**config.mk**
```make
export PLATFORM = sky130hd
export DESIGN_NAME = a_buffer_tile_sequencer
export DESIGN_NICKNAME = d
export VERILOG_FILES = /design/src/rtl/a_buffer_tile_sequencer.sv
export SDC_FILE = /design/constraint.sdc
export NUM_CORES = 1
export LEC_CHECK = 0
export CORE_ASPECT_RATIO = 0.5
export CORE_MARGIN = 1.5
export CORE_UTILIZATION = 53
export DETAILED_ROUTE_END_ITERATION = 10
export DONT_BUFFER_PORTS = 1
export GPL_ROUTABILITY_DRIVEN = 1
export HOLD_SLACK_MARGIN = 0.02
export PLACE_DENSITY = 0.71
export RECOVER_POWER = 50
export SYNTH_ARGS = -nofsm -noshare
export SYNTH_HDL_FRONTEND = slang
export SYNTH_SLANG_ARGS = --single-unit
```
**constraint.sdc**
```tcl
create_clock -name clk -period 3.3 [get_ports clk]
set_input_delay 0.99 -clock clk [delete_from_list [all_inputs] [get_ports clk]]
set_output_delay 0.99 -clock clk [all_outputs]
set_load 0.01 [all_outputs]
```
**src/rtl/a_buffer_tile_sequencer.sv**
```systemverilog
// Activation-buffer tile sequencer: walks an A operand in ARRAY_N-row
// tiles, launching one buffer pass per tile and waiting for completion.
module a_buffer_tile_sequencer #(
  parameter int RAM_SIZE   = 1024,
  parameter int ADDR_WIDTH = $clog2(RAM_SIZE),
  parameter int ARRAY_N    = 8,
  parameter int CNT_WIDTH  = 16
) (
  input  logic                      clk,
  input  logic                      reset,
  input  logic                      start,
  input  logic                      abort,
  input  logic [CNT_WIDTH-1:0]      cfg_rows,
  input  logic [ADDR_WIDTH-1:0]     cfg_depth,
  input  logic [ADDR_WIDTH-1:0]     cfg_base,
  input  logic                      array_ready,
  input  logic                      tile_done,
  output logic                      on,
  output logic [ADDR_WIDTH-1:0]     base_addr,
  output logic [$clog2(ARRAY_N):0]  num_rows,
  output logic [CNT_WIDTH-1:0]      tile_idx,
  output logic                      busy,
  output logic                      done,
  output logic                      err
);

  localparam int NW = $clog2(ARRAY_N) + 1;

  localparam logic [1:0] IDLE  = 2'd0;
  localparam logic [1:0] ISSUE = 2'd1;
  localparam logic [1:0] WAIT  = 2'd2;
  localparam logic [1:0] FIN   = 2'd3;

  localparam logic [NW-1:0]        TILE_MAX = NW'(ARRAY_N);
  localparam logic [CNT_WIDTH-1:0] TILE_CNT = CNT_WIDTH'(ARRAY_N);
  localparam logic [ADDR_WIDTH:0]  RAM_LIM  = (ADDR_WIDTH+1)'(RAM_SIZE);

  logic [1:0]            state;
  logic [CNT_WIDTH-1:0]  rows_left;
  logic [CNT_WIDTH-1:0]  rows_next;
  logic [ADDR_WIDTH-1:0] depth;
  logic [ADDR_WIDTH:0]   end_addr;
  logic                  ovf;

  function automatic logic [NW-1:0] tile_rows(
    input logic [CNT_WIDTH-1:0] r
  );
    return (r >= TILE_CNT) ? TILE_MAX : r[NW-1:0];
  endfunction

  // One extra bit so a tile ending past the RAM is seen, not wrapped
  assign end_addr  = {1'b0, base_addr} + {1'b0, depth};
  assign ovf       = end_addr > RAM_LIM;
  assign rows_next = rows_left - CNT_WIDTH'(num_rows);

  assign on   = (state == ISSUE) && !abort && !ovf && array_ready;
  assign done = (state == FIN) && !abort;
  assign busy = (state != IDLE);

  always_ff @(posedge clk or negedge reset) begin
    if (!reset) begin
      state     <= IDLE;
      rows_left <= '0;
      depth     <= '0;
      base_addr <= '0;
      num_rows  <= '0;
      tile_idx  <= '0;
      err       <= 1'b0;
    end else begin
      unique case (state)
        IDLE: begin
          if (start) begin
            rows_left <= cfg_rows;
            depth     <= cfg_depth;
            base_addr <= cfg_base;
            tile_idx  <= '0;
            num_rows  <= tile_rows(cfg_rows);
            if (cfg_rows == '0 || cfg_depth == '0) begin
              err   <= 1'b1;
              state <= FIN;
            end else begin
              err   <= 1'b0;
              state <= ISSUE;
            end
          end
        end
        ISSUE: begin
          if (abort) begin
            state <= IDLE;
          end else if (ovf) begin
            err   <= 1'b1;
            state <= FIN;
          end else if (array_ready) begin
            state <= WAIT;
          end
        end
        WAIT: begin
          if (abort) begin
            state <= IDLE;
          end else if (tile_done) begin
            rows_left <= rows_next;
            base_addr <= base_addr + depth;
            tile_idx  <= tile_idx + CNT_WIDTH'(1);
            num_rows  <= tile_rows(rows_next);
            state     <= (rows_next == '0) ? FIN : ISSUE;
          end
        end
        FIN: begin
          state <= IDLE;
        end
      endcase
    end
  end

endmodule

```
==> summary.txt <==
Worst setup path
  – Kind of end point of the critical path: output port
  – Crit Path Class: reg2out
  – CP Launch Type: flip-flop
  – Critical Path AT: about 2.5 ns
  – WP data required: 2.31 ns
  – R2R depth: 16
  – CP Launch Point: base_addr[1]
  – R2R Setup Slk: around 0.06 ns
  – Launching point of the worst reg2reg path: base_addr[1]
  – RR Endpoint: err
  – Crit path to: on
  – Crit-path max FO: 3

Layout
  – P&R area growth vs syn: 15.9%
  – End-of-flow core utilization: between 60% and 70%
  – N_diodes: 0
  – Share of cells above drive strength 1: roughly 18%
  – Nets@finish: ~520

Job
  – Max cap viols: 0

Route
  – DR iter-0 viols: ~220
  – Post-route DRC: 0
  – Drt pass-1 iters: 6
  – DR WL/cell: approximately 18 um
  – Vias per inst: 6.09
  – Post-Route WL: 9890 um
  – Via count: roughly 3.4k
  – Routed Antenna Nets: 0

Floorplan
  – Initial Utilization: between 50% and 60%
  – Ports: 76
  – CORE AREA: roughly 7000 um2
  – Row count: 21
  – Die height: 63.0 um
  – Die ar.: between 7000 and 8000 um2
  – Die X: about 120 um

STA
  – Final hold slack: 0.352 ns
  – Max-slew violation count: 0
  – Fmax achieved: about 280 MHz
  – Hold Vio Cnt, Final: 0
  – Slew headroom: approximately 5%
  – Final setup fails: 1
  – Clock period minus worst slack: about 3.5 ns
  – PnR worst setup slack: -0.223 ns
  – Final setup skew: 0.00392 ns
  – Unrepaired setup endpoints after global routing: yes
  – Worst-margin pin slew: 1.43 ns
  – Fin crit share: 107%

Clocking
  – CTS tree: yes
  – CTS Buffer Depth: 2
  – Root cell of the clock tree: clkbuf_16
  – Hold_buf cts: 0
  – Total CTS buffers: 9
  – Worst-path clk slew: about 0.05 ns
  – Clock sink count: 59
  – Clk_lat worst skew: approximately 0.33 ns
  – H-tree levels: 3

Yosys
  – Yosys reg bits: 59
  – Largest area contributor in the netlist: dfrtp_1
  – Number of enable flip-flop cells after synthesis: 0
  – Top cell type's share of synthesized area: ~39%
  – Main flop type after synthesis: dfrtp_1
  – Synth Instances: 441
  – Count leader, synth: dfrtp_1
  – Register area share after synthesis: about two fifths
  – Yosys cell types: 54
  – Synth top area cells: dfrtp_1, nor2_1, ha_1, a21oi_1, nand2_1
  – Post-Syn Nets: 500
  – Syn_area_per_cell: about 8.6 um2
  – Syn. warnings: 0
  – Synth cell count leaders: dfrtp_1, nor2_1, nand2_1
  – Netlist Area Pre-Place: around 3800 um2
  – Fraction of registers with async set/reset: 100%

Worst hold path
  – Class of the worst hold path: in2async

Global routing
  – First-pass GRT wire length: ~16,000 um
  – Number of antenna violations at the first check in global routing: 0
  – GRT overflow: 0
  – All-Layer GR Usage: 27.0%
  – Largest net degree at the start of global routing: 60
  – Vias in the first global route: 3,324

Power and ir drop
  – Max IR drop VDD: between 0.7 and 0.8 mV
  – Leak: 1.84 nW
  – PD cells: 1260 nW/um2

Outcome
  – Outcome: finished with violations
  – Violated checks: negative setup slack

Placement
  – Dpl ws: -0.0595 ns
  – Post-DP HPWL: around 6900 um
  – Routability cong.: between 0.8 and 0.9
  – PortBufs: 0
## area by class of cell
type,count,area (um2)
fillers,563,2410
flip-flops and latches,59,1480
clock inverters,2,10.0
well taps,92,115
inverters,17,63.8
multi-input cells,341,2270
repair buffers,28,210
clock buffers,13,270
## sequential cells by signal (all words and copies together) (netlist names)
register,flops
err,1
base_addr,10
depth,10
rows_left,16
num_rows,4
tile_idx,16
state,2
## worst min path at each step
stage | start | endpoint | slack [ns] | cells after the start
final | reset | tile_idx[14] | 0.35 | 0
after global routing | reset | tile_idx[14] | 0.34 | 0
after CTS | reset | tile_idx[14] | 0.34 | 0
after detailed placement | rows_left[2] | rows_left[2] | 0.48 | 2
after global placement | rows_left[2] | rows_left[2] | 0.47 | 2
after floorplan | rows_left[2] | rows_left[2] | 0.45 | 2
## power breakdown
group | total, mW | leakage, nW | internal [mW] | switching, mW
Combinational | 3.37 | 0.976 | 1.55 | 1.82
Clock | 0.872 | 0.141 | 0.562 | 0.310
Sequential | 1.34 | 0.723 | 1.00 | 0.339
Total | 5.58 | 1.84 | 3.11 | 2.47
## timing repair
| item | in CTS | in global routing |
|---|---|---|
| resized for setup | 10 | 9 |
| setup buffers | 8 | 2 |
| endpoints found under the setup margin | 1 | 3 |
| pin swaps | 13 | 3 |
## per-stage QoR
| stage | cells | power [mW] | cell area, um2 | TNS (ns) |
|---|---|---|---|---|
| 3_3_place_gp | 529 | 3.85 | 3960 | -0.0401 |
| 4_1_cts | 552 | 5.31 | 4350 | -0.385 |
| 3_5_place_dp | 529 | 3.99 | 3960 | -0.0595 |
| 6_report | 552 | 5.58 | 4420 | -0.223 |
| 2_1_floorplan | 441 | 3.29 | 3810 | 0 |
| 5_1_grt | 552 | 5.99 | 4420 | -0.394 |
## worst max-delay path, stage by stage, from the launching register on
cell	delay (ns)
dfrtp_1	0.39
ha_1	0.28
a21o_1	0.22
a22oi_2	0.20
mux2_4	0.33
a31oi_1	0.17
nand3b_1	0.16
o31ai_4	0.22
and3_4	0.23
## routing by layer
metal / up-vias / global-route usage [%] / wire length, um
li1: 1613 / - / -
met2: 96 / 45.1 / 4850
met1: 1631 / 32.8 / 4130
met3: 19 / 9.85 / 751
met5: - / 0 / 0
met4: 0 / 7.70 / 153
## cell families (layout without fill, tap and decap cells)
group,Yosys count,in the layout,share of synthesized area [%]
compound gates,114,114,19.1
xor+xnor,23,23,5.28
fa+ha+maj,17,17,5.97
buf+inv,41,60,5.12
flops,59,59,38.7
mux,10,10,2.95
simple gates,177,177,22.9
## cell usage in the layout (no fill, tap or decap), types with 3 or more instances in the layout
master,count
a21oi_1,33
a221oi_1,3
a22oi_1,5
nor3_1,15
nor4_1,10
o21ai_0,25
xnor2_1,8
a31oi_1,11
inv_1,17
nor2_1,56
nand2b_1,4
clkbuf_8,3
a211oi_1,3
or2_2,5
nand3_1,10
buf_4,26
mux2_2,9
o22ai_1,5
dfrtp_1,59
nor3b_1,3
nand4_1,7
a21o_1,4
xor2_1,14
ha_1,13
nand3b_1,5
clkbuf_16,9
o2bb2ai_1,3
nand2_1,43
Note: power is estimated with default switching activity, not from simulation.
